===== config.mk =====
export PLATFORM = sky130hd
export DESIGN_NAME = chi_link_tx_scheduler
export DESIGN_NICKNAME = d
export VERILOG_FILES = /design/src/rtl/chi_link_pkg.sv /design/src/rtl/chi_link_tx_scheduler_arbiter.sv /design/src/rtl/chi_link_tx_scheduler.sv
export SDC_FILE = /design/constraint.sdc
export NUM_CORES = 1
export LEC_CHECK = 0
export ABC_AREA = 0
export CORE_AREA = 3 3 260 262
export CTS_CLUSTER_DIAMETER = 30
export DETAILED_ROUTE_END_ITERATION = 7
export DIE_AREA = 0 0 263 265
export GPL_ROUTABILITY_DRIVEN = 0
export PLACE_DENSITY = 0.43
export SLEW_MARGIN = 20
export SYNTH_ARGS = -nofsm -noshare
export SYNTH_HDL_FRONTEND = slang
export SYNTH_SLANG_ARGS = --single-unit

===== constraint.sdc =====
create_clock -name clk -period 11.2 [get_ports clk]
set_clock_uncertainty 0.1 [all_clocks]
set_input_delay 3.36 -clock clk [delete_from_list [all_inputs] [get_ports clk]]
set_output_delay 3.36 -clock clk [all_outputs]
set_load 0.02 [all_outputs]

===== src/rtl/chi_link_pkg.sv =====
// rtl/chi_link_pkg.sv - shared link FSM states and CHI credit constants
package chi_link_pkg;

    typedef enum logic [1:0] {
        STOP       = 2'd0,
        ACTIVATE   = 2'd1,
        RUN        = 2'd2,
        DEACTIVATE = 2'd3
    } link_state_t;

    localparam int CHI_MAX_CREDITS = 15;
    localparam logic [6:0] LCRD_RETURN_OPCODE = 7'd0;

endpackage


===== src/rtl/chi_link_tx_scheduler_arbiter.sv =====
// rtl/chi_link_tx_scheduler_arbiter.sv - chi_rr_arbiter: round-robin one-hot grant with rotating pointer
module chi_rr_arbiter #(
    parameter int NUM_REQ = 4
) (
    input  logic                       clk,
    input  logic                       resetn,
    input  logic [NUM_REQ-1:0]         req,
    input  logic                       enable,
    input  logic                       advance,
    output logic [NUM_REQ-1:0]         grant,
    output logic [$clog2(NUM_REQ)-1:0] ptr
);

    localparam int PTR_W = $clog2(NUM_REQ);

    logic [PTR_W:0]   sum;
    logic [PTR_W-1:0] idx;
    logic [PTR_W-1:0] next_ptr;
    logic             found;

    // Scan from ptr upward with wrap; first requesting index wins.
    always_comb begin
        grant    = '0;
        next_ptr = ptr;
        found    = 1'b0;
        sum      = '0;
        idx      = '0;
        for (int k = 0; k < NUM_REQ; k++) begin
            sum = {1'b0, ptr} + (PTR_W+1)'(k);
            if (sum >= (PTR_W+1)'(NUM_REQ))
                sum = sum - (PTR_W+1)'(NUM_REQ);
            idx = sum[PTR_W-1:0];
            if (enable && !found && req[idx]) begin
                found      = 1'b1;
                grant[idx] = 1'b1;
                next_ptr   = (idx == PTR_W'(NUM_REQ-1)) ? '0 : idx + 1'b1;
            end
        end
    end

    always_ff @(posedge clk or negedge resetn) begin
        if (!resetn)
            ptr <= '0;
        else if (advance)
            ptr <= next_ptr;
    end

endmodule


===== src/rtl/chi_link_tx_scheduler.sv =====
// rtl/chi_link_tx_scheduler.sv - CHI TX link FSM, credits and RR flit scheduling (option: CHI_TX_SCHED_RESV_EN)
module chi_link_tx_scheduler
    import chi_link_pkg::*;
#(
    parameter int FLIT_W      = 128,
    parameter int NUM_REQ     = 4,
    parameter int MAX_CREDITS = CHI_MAX_CREDITS
) (
    input  logic                      clk,
    input  logic                      resetn,
    input  logic                      link_en,
    output logic                      txlinkactivereq,
    input  logic                      txlinkactiveack,
    output logic                      txflitpend,
    output logic                      txflitv,
    output logic [FLIT_W-1:0]         txflit,
    input  logic                      txlcrdv,
    input  logic [NUM_REQ-1:0]        req_valid,
    input  logic [NUM_REQ*FLIT_W-1:0] req_flit,
    output logic [NUM_REQ-1:0]        req_ready,
    output logic [3:0]                cur_credits,
    output logic [1:0]                link_state,
    output logic                      credit_err
);

    localparam logic [3:0] CRED_MAX = 4'(MAX_CREDITS);

    link_state_t                  state;
    logic [3:0]                   credits;
    logic                         lcrd_in;
    logic [NUM_REQ-1:0]           elig;
    logic [NUM_REQ-1:0]           grant;
    logic [$clog2(NUM_REQ)-1:0]   unused_rr_ptr;
    logic                         transfer;
    logic                         lcrd_return;
    logic                         send;
    logic [FLIT_W-1:0]            sel_flit;

    // Credits are only granted by the receiver while the link is not stopped.
    assign lcrd_in = txlcrdv && (state != STOP);

`ifdef CHI_TX_SCHED_RESV_EN
    logic [4:0] avail;
    assign avail = {1'b0, credits} + {4'b0, lcrd_in};
    // Requester 0 may always spend the last credit so responses cannot deadlock.
    always_comb begin
        elig    = {NUM_REQ{avail >= 5'd2}};
        elig[0] = (avail >= 5'd1);
    end
`else
    assign elig = {NUM_REQ{(credits != 4'd0) || lcrd_in}};
`endif

    chi_rr_arbiter #(.NUM_REQ(NUM_REQ)) u_arb (
        .clk     (clk),
        .resetn  (resetn),
        .req     (req_valid & elig),
        .enable  ((state == RUN) && link_en),
        .advance (transfer),
        .grant   (grant),
        .ptr     (unused_rr_ptr)
    );

    assign req_ready   = grant;
    assign transfer    = |grant;
    assign lcrd_return = (state == DEACTIVATE) && (credits != 4'd0);
    assign send        = transfer || lcrd_return;

    always_comb begin
        sel_flit = '0;
        for (int i = 0; i < NUM_REQ; i++)
            if (grant[i])
                sel_flit = sel_flit | req_flit[i*FLIT_W +: FLIT_W];
        if (lcrd_return)
            sel_flit[6:0] = LCRD_RETURN_OPCODE;
    end

    always_ff @(posedge clk or negedge resetn) begin
        if (!resetn) begin
            state           <= STOP;
            txlinkactivereq <= 1'b0;
            txflitpend      <= 1'b0;
        end else begin
            case (state)
                STOP: if (link_en) begin
                    state           <= ACTIVATE;
                    txlinkactivereq <= 1'b1;
                    txflitpend      <= 1'b1;
                end
                ACTIVATE: if (txlinkactiveack)
                    state <= RUN;
                RUN: if (!link_en) begin
                    state           <= DEACTIVATE;
                    txlinkactivereq <= 1'b0;
                end
                DEACTIVATE: if (!txlinkactiveack && credits == 4'd0) begin
                    state      <= STOP;
                    txflitpend <= 1'b0;
                end
                default: state <= STOP;
            endcase
        end
    end

    always_ff @(posedge clk or negedge resetn) begin
        if (!resetn) begin
            credits    <= 4'd0;
            credit_err <= 1'b0;
            txflitv    <= 1'b0;
            txflit     <= '0;
        end else begin
            case ({lcrd_in, send})
                2'b10: begin
                    if (credits == CRED_MAX)
                        credit_err <= 1'b1;
                    else
                        credits <= credits + 4'd1;
                end
                2'b01:   credits <= credits - 4'd1;
                default: credits <= credits;
            endcase
            txflitv <= send;
            txflit  <= sel_flit;
        end
    end

    assign cur_credits = credits;
    assign link_state  = state;

endmodule

# After elaboration in Yosys (flattened, before gate mapping)
# Index checks and enable logic that the tools add are counted.
# totals
reg_bits,140
in_bits,521
output_inout_bits,142
word_cells,143
# op_classes
reduce_logical,36
order_cmp,12
eq_ne,15
addsub,13
muxes,52
bitwise_logic,7
# ops
op,n
two-way mux 128 bit,4
bitwise OR 128 bit,3
two-way mux 2 bit,16
two-way mux 4 bit,5
logical AND 1 bit,15
== test 2 bit (second input constant),7
two-way mux 1 bit,14
less-than comparator 2 x 3 -> 1 bit (second input constant),4
bitwise OR 4 bit,3
greater-or-equal comparator 3 bit (second input constant),3
adder 2 x 1 -> 2 bit (second input constant),4
binary-select mux 1 bit (select 2 bit),4
demux 1 bit (select 2 bit),4
greater-or-equal comparator 2 x 1 -> 1 bit (second input constant),4
inequality test 2 bit (second input constant),4
case mux 2 bit (4 select lines),1
case mux 4 bit (2 select lines),1
nonzero test 2 bit,4
nonzero test 4 bit,2
subtractor 2 x 1 -> 2 bit (second input constant),4
two-way mux 7 bit,1
adder 2 x 2 -> 3 bit (second input constant),2
AND reduction 2 bit,3
AND reduction 3 bit,2
other kinds (15),21

# Longest topological paths before layout
# Gate-level depths: netlist of run 1.
# depth
depth_word,28
ltp_mapped,18

# Modules after synthesis
# A second synthesis of run 1 with hierarchy kept.
# unflattened
hier_cells,686
hier_area_um2,7016.7
# by_module_without_submodules
mod,instances,cells_each,seq_area_each_um2,area_per_inst_um2
chi_link_tx_scheduler,1,632,3453.3,6477.5
chi_rr_arbiter,1,54,50.0,539.3

# Worst setup path after synthesis of run 1
# Ideal clock, no wire load.
# synth_timing
kind,in2out
from,in req_valid[3]
to,out req_ready[0]
t_arrival_ns,5.016
cell_stages,5
t_required_ns,7.740
path_buffers,1
setup_slack_ns,2.724
cell_sequence,mux4_2 -> a211oi_2 -> o21ai_0 -> o21ai_1 -> clkbuf_1
# synth_via
elab_chain_len,17
word_cells_on_any_way,29
cone_classes,mux (15); bitwise (4); reduce/logical (10)
# synth_rtl
element,line,rtl
start: declaration,chi_link_tx_scheduler.sv:18,"input logic [NUM_REQ-1:0] req_valid,"
AND 4 bit (*),chi_link_tx_scheduler.sv:57,".req (req_valid & elig),"
binary-select mux 1 bit (select 2 bit),chi_link_tx_scheduler_arbiter.sv:33,if (enable && !found && req[idx]) begin
two-way mux 1 bit (implied by the code),chi_link_tx_scheduler_arbiter.sv:33,
logical AND 1 bit,chi_link_tx_scheduler_arbiter.sv:33,
two-way mux 1 bit,chi_link_tx_scheduler_arbiter.sv:33,
logical NOT 1 bit,chi_link_tx_scheduler_arbiter.sv:33,
logical AND 1 bit (2 in a row),chi_link_tx_scheduler_arbiter.sv:33,
two-way mux 1 bit,chi_link_tx_scheduler_arbiter.sv:33,
logical NOT 1 bit,chi_link_tx_scheduler_arbiter.sv:33,
logical AND 1 bit (2 in a row),chi_link_tx_scheduler_arbiter.sv:33,
two-way mux 1 bit,chi_link_tx_scheduler_arbiter.sv:33,
logical NOT 1 bit,chi_link_tx_scheduler_arbiter.sv:33,
logical AND 1 bit (2 in a row),chi_link_tx_scheduler_arbiter.sv:33,
two-way mux 4 bit (*),chi_link_tx_scheduler_arbiter.sv:33,
end: declaration,chi_link_tx_scheduler.sv:20,"output logic [NUM_REQ-1:0] req_ready,"
# Mark *: on every way between the ends. The rest lies on a longest branch, timed or not. The select of a mux whose other input is x is not followed.

# Final worst setup path of run 1
# layout_timing
from,in req_valid[3]
to,out req_ready[1]
# The elaborated chain is that of the path after synthesis.

==> results of run 1 <==
==> per-stage QoR <==
step           setup slack, ps  cell area (sq um)
6_report                  1640              15200
5_1_grt                   1440              15200
4_1_cts                   1630              15200
3_5_place_dp              1630              14600
3_3_place_gp              1700              14600
2_1_floorplan             2720               6990
==> layer usage <==
layer,up-vias,track usage (%),wire length [um]
met5,-,0,13
met4,2,4.07,941
met3,46,5.45,4440
met2,513,22.0,23000
met1,4132,13.3,16600
li1,4003,-,-
==> state kept, by name, summed over array words and instances (netlist names) <==
| signal | cells |
|---|---|
| txflitpend | 1 |
| link_state | 2 |
| txflitv | 1 |
| txflit | 128 |
| txlinkactivereq | 1 |
| cur_credits | 4 |
| credit_err | 1 |
| u_arb.ptr | 2 |
==> how the worst min path moves through the flow <==
stage / depth (start not counted) / to / slack, ps
final: 2 / credit_err$_DFFE_PN0P_ / 390
after global routing: 2 / credit_err$_DFFE_PN0P_ / 420
after CTS: 2 / credit_err$_DFFE_PN0P_ / 400
after detailed placement: 2 / credit_err$_DFFE_PN0P_ / 380
after global placement: 2 / credit_err$_DFFE_PN0P_ / 380
after floorplan: 2 / credit_err$_DFFE_PN0P_ / 480
==> worst max-delay path: cells and delay by family <==
family / cells / cell delay [ps]
AOI/OAI and AO/OA: 3 / 1040
muxes: 1 / 560
buffers and inverters: 2 / 1150
==> Yosys cell counts (2+ instances only) <==
cell	count	share of area (%)
a211o_1	2	0.25
a21o_1	2	0.21
a21oi_1	11	0.79
a222oi_1	128	18
and3_1	5	0.45
and4_1	2	0.25
buf_1	3	0.16
buf_2	3	0.21
buf_6	2	0.32
clkbuf_1	57	3.1
dfrtp_1	140	50
ha_1	11	2.0
inv_1	8	0.43
mux2_2	5	0.81
mux2i_1	6	0.86
mux4_2	4	1.3
nand2_1	260	14
nand2b_1	6	0.54
nand3_1	4	0.29
nand4_1	2	0.18
nor2_1	9	0.48
nor2b_1	2	0.18
nor3_1	2	0.14
nor4_1	2	0.18
o21ai_0	8	0.57
o21ai_1	3	0.21
o22ai_1	4	0.36
o31ai_1	2	0.21
or4_1	2	0.21
xnor2_1	3	0.38
==> cell type report <==
type | instances | area, sq um | area share (%)
timing repair buffer | 670 | 6700 | 44.1
inverter | 8 | 30.0 | 0.198
clock inverter | 14 | 208 | 1.37
clock buffer | 18 | 429 | 2.82
tap | 864 | 1080 | 7.11
sequential | 140 | 3500 | 23.1
multi-input combinational | 504 | 3240 | 21.3
antenna | 3 | 7.51 | 0.0494
==> where the power goes <==
group,internal (W),switching (W)
registers,0.000677,0.0000873
logic,0.000693,0.000805
clock network,0.000378,0.000261
total,0.00175,0.00115
==> cell families (layout without fill, tap and decap cells) <==
| group | Yosys count | after routing | share of synthesized area (%) |
|---|---|---|---|
| adder cells (fa/ha/maj) | 11 | 11 | 1.97 |
| AND/OR/NAND/NOR | 299 | 299 | 17.2 |
| other | 0 | 3 | 0 |
| buffers and inverters | 73 | 710 | 4.19 |
| AO/OA/AOI/OAI | 175 | 175 | 23.0 |
| XOR/XNOR | 3 | 3 | 0.376 |
| multiplexers | 16 | 16 | 3.17 |
| flip-flops | 140 | 140 | 50.1 |
==> flow_summary.toml, run 1 <==
[worst_setup_path]
r2r_setup_slack_ps = 5620
critPathSlowestCell = "clkdlybuf4s50_1"
startpoint = "req_valid[3]"
required_ps = 7740
cp-end-kind = "primary output"
cp-endpoint = "req_ready[1]"
cpPeakStageDelay_ps = 640
r2r_cells = 14
r2r_end = "cur_credits[2]$_DFFE_PN0P_"
cp_common_cell = "clkdlybuf4s50_1"
critPathLaunchType = "primary input"
crit_path_max_fanout = 9
rr_startpoint = "u_arb.ptr[0]$_DFFE_PN0P_"
cp.arrival_ps = 6100
worstPathCellList = "clkdlybuf4s50_1 -> mux4_2 -> a211oi_2 -> o21ai_0 -> o21ai_4 -> clkdlybuf4s50_1"
crit_type = "primary input to primary output"

[synth]
ys_warn_count = 0
synthArstFlopShare_pct = 100
avgSynthCellArea_sq_um = 9.75
synth_ff_type = "dfrtp_1"
synthCells = 717
synth_area_sq_mm = 0.00699
ys_types = 49
ys_ff_latch = 140
synth_nets = 1249
yosysSeqAreaShare_pct = 50.1
synth_edf_count = 0

[die]
initial_core_util_pct = 10.7
boundaryPins = 663
die_w_um = 263
core_sq_mm = 0.0656
rows = 94
fp.dieH_um = 265
design.die.area_sq_mm = 0.0697

[layout]
most-common-layout-cells = "clkdlybuf4s50_1, nand2_1, dfrtp_1, a222oi_1, clkbuf_16"
fillers = 7083
drive_above_1_share_pct = 4.21
final_common_cell = "clkdlybuf4s50_1"
fin_nets = 1873
layout.cells.non_filler = 2221
syn_to_final_growth_pct = 117
utilization_pct = 23.2

[grt]
grt_pass1_wl_mm = 63.1
grt_max_degree = 131
grt_overflow = 0
antenna_found_initial = 7
grt_pass1_vias = 9320
track_usage_pct = 12.4

[clocking]
cts-htree-levels = 4
cts_setup_buffers = 0
cts_buffer_depth = 2
post_cts_resized = 0
clock-sinks = 140
clock_latency_ps = 460
cts_tree = "done"
cts_root_buf = "clkbuf_16"
ctsHoldBuffers = 0
cts_buffers = 17
clkTransAtPathRegs_ps = 70

[routing]
via_per_inst = 3.92
drt-initial-drc-count = 723
drc = 4
first_pass_iters = 8
ant_nets = 0
routed_wl_mm = 45.0
via_count = 8696
avgRoutedWirePerCell_um = 20.3

[sta]
finalCriticalPeriod_ps = 9560
hold_slack_ps = 388
setup-tns-final_ps = 0
fmax_ghz = 0.105
relSlewSlack_pct = 40.4
finalCritPeriodShare_pct = 85.4
hold_viol = 0
setup_viol_count_final = 0
rsz0062_at_grt = "no"
tightest_slew_ps = 871
slew_violations = 0

[placement]
dpl.hpwl_mm = 36.2
port_buffers = 662
dp_cells = 2186

[power]
p_leak_nw = 6.29
cellPowerDensity_mw_per_mm2 = 191
finalPower_w = 0.00290
ir_worst_vdd_uv = 71.3

[run_status]
violations = "design-rule violations"
status = "finished with violations"

[worst_hold_path]
min_from = "credit_err$_DFFE_PN0P_"
hold_path_class = "register to register"

[flow_run]
drv_cap = 0
Power figures use the tool's default switching activity.
==> inputs of run 2 (changes only) <==
Settings changed: CORE_AREA 3 3 260 262 to 2 2 259 261, DIE_AREA 0 0 263 265 to 0 0 261 263.
==> flow_summary.toml, run 2 (synthesis gave the netlist of run 1 again) <==
[run_status]
status = "finished with violations"
violations = "design-rule violations"

[routing]
via_count = 8585
drt-initial-drc-count = 727
drc = 2
avgRoutedWirePerCell_um = 18.5
routed_wl_mm = 41.1
first_pass_iters = 8
ant_nets = 0
via_per_inst = 3.87

[power]
swShare_pct = 39.7
power_frac_clock_pct = 20.9
internal_power_w = 0.00170
pwr-share-comb_pct = 52.1
p_seq_share_pct = 27.0
ir_worst_vdd_uv = 109
power_switching_w = 0.00112
p_leak_nw = 6.28
cellPowerDensity_mw_per_mm2 = 186

[layout]
syn_to_final_growth_pct = 117
fin_nets = 1875
final_common_cell = "clkdlybuf4s50_1"
largest_reg_flops = 128
drive_above_1_share_pct = 4.42
regMostFlops = "txflit"
layout.cells.non_filler = 2220
fillers = 7069
antenna_cells = 0
most-common-layout-cells = "clkdlybuf4s50_1, nand2_1, dfrtp_1, a222oi_1, clkbuf_16"

[grt]
grt_max_degree = 76
antenna_found_initial = 0
track_usage_pct = 11.5
grt_overflow = 0
grt_pass1_vias = 9173
grt_pass1_wl_mm = 58.1

[clocking]
clock-sinks = 140
cts_tree = "done"
cts_root_buf = "clkbuf_16"
cts_buffers = 17
cts-htree-levels = 4
post_cts_resized = 0
clock_latency_ps = 460
cts_buffer_depth = 2
cts_setup_buffers = 0
ctsHoldBuffers = 0
clkTransAtPathRegs_ps = 60

[sta]
setup-tns-final_ps = 0
relSlewSlack_pct = 41.2
hold_viol = 0
setup_viol_count_final = 0
fmax_ghz = 0.105
tightest_slew_ps = 882
finalCriticalPeriod_ps = 9550
slew_violations = 0
finalCritPeriodShare_pct = 85.3
rsz0062_at_grt = "no"

[die]
rows = 94
initial_core_util_pct = 10.7
boundaryPins = 663
die_w_um = 261
design.die.area_sq_mm = 0.0686
fp.dieH_um = 263
core_sq_mm = 0.0656

[placement]
port_buffers = 662
dpl.hpwl_mm = 32.5
dp_cells = 2188

[flow_run]
drv_cap = 0

[worst_setup_path]
critPathLaunchType = "primary input"
cp-end-kind = "primary output"
cp.arrival_ps = 6090
required_ps = 7740
crit_path_max_fanout = 9
crit_type = "primary input to primary output"

[worst_hold_path]
hold_path_class = "register to register"
run 2: final timing paths:
kind / start / endpoint / slack (ps) / cells past startpoint
worst max-delay path: req_valid[0] / req_ready[2] / 1650 / 6
worst min-delay path: credit_err$_DFFE_PN0P_ / credit_err$_DFFE_PN0P_ / 400 / 2
max in group asynchronous: resetn / txflit[72]$_DFF_PN0_ / 7180 / 2
min in group asynchronous: resetn / txflit[117]$_DFF_PN0_ / 2660 / 1
worst max register to register: u_arb.ptr[0]$_DFFE_PN0P_ / cur_credits[2]$_DFFE_PN0P_ / 5650 / 14
worst min register to register: credit_err$_DFFE_PN0P_ / credit_err$_DFFE_PN0P_ / 400 / 2
run 2: worst max-delay path, cell delays in order:
cell and delay (ps):
clkdlybuf4s50_1 530, mux4_2 540, a211oi_2 520, o21ai_0 280, o21ai_4 210, clkdlybuf4s50_1 650
run 2: per-stage QoR:
step	setup slack (ps)	instance area, sq um	util [%]	hold slack [ps]	total power [W]
6_report	1650	15100	23.1	403	0.00282
5_1_grt	1490	15100	23.1	437	0.00301
4_1_cts	1630	15100	23.1	419	0.00290
3_5_place_dp	1660	14600	22.2	402	0.00228
3_3_place_gp	1680	14600	22.2	403	0.00227
2_1_floorplan	2720	6990	-	477	0.00148
run 2: layout make-up:
cell class,instances,area (sq um),share of cell area [%]
timing repair buffer,672,6700,44.3
tap,864,1080,7.14
sequential,140,3500,23.1
inverter,8,30.0,0.198
multi-input combinational,504,3240,21.4
clock inverter,15,163,1.07
clock buffer,17,425,2.81
run 2: power by group through the flow:
stage	Clock [W]	Combinational [W]	Sequential, W
floorplan	0	0.000515	0.000966
global placement	0	0.00149	0.000774
detailed placement	0	0.00150	0.000776
CTS	0.000626	0.00151	0.000767
global route	0.000643	0.00158	0.000785
finish	0.000589	0.00147	0.000762
run 2: routing by layer:
layer | routed length, um | GRT usage [%] | vias to the layer above
met5 | 0 | 0 | -
met4 | 1040 | 4.19 | 0
met3 | 3600 | 3.74 | 44
met2 | 22000 | 22.1 | 517
met1 | 14400 | 11.4 | 4021
li1 | - | - | 4003
==> inputs of run 3 (changes only) <==
Settings changed: ABC_CLOCK_PERIOD_IN_PS from default to 11200.
==> results of run 3 <==
Final layout, timing and power as in run 2 (identical DEF).
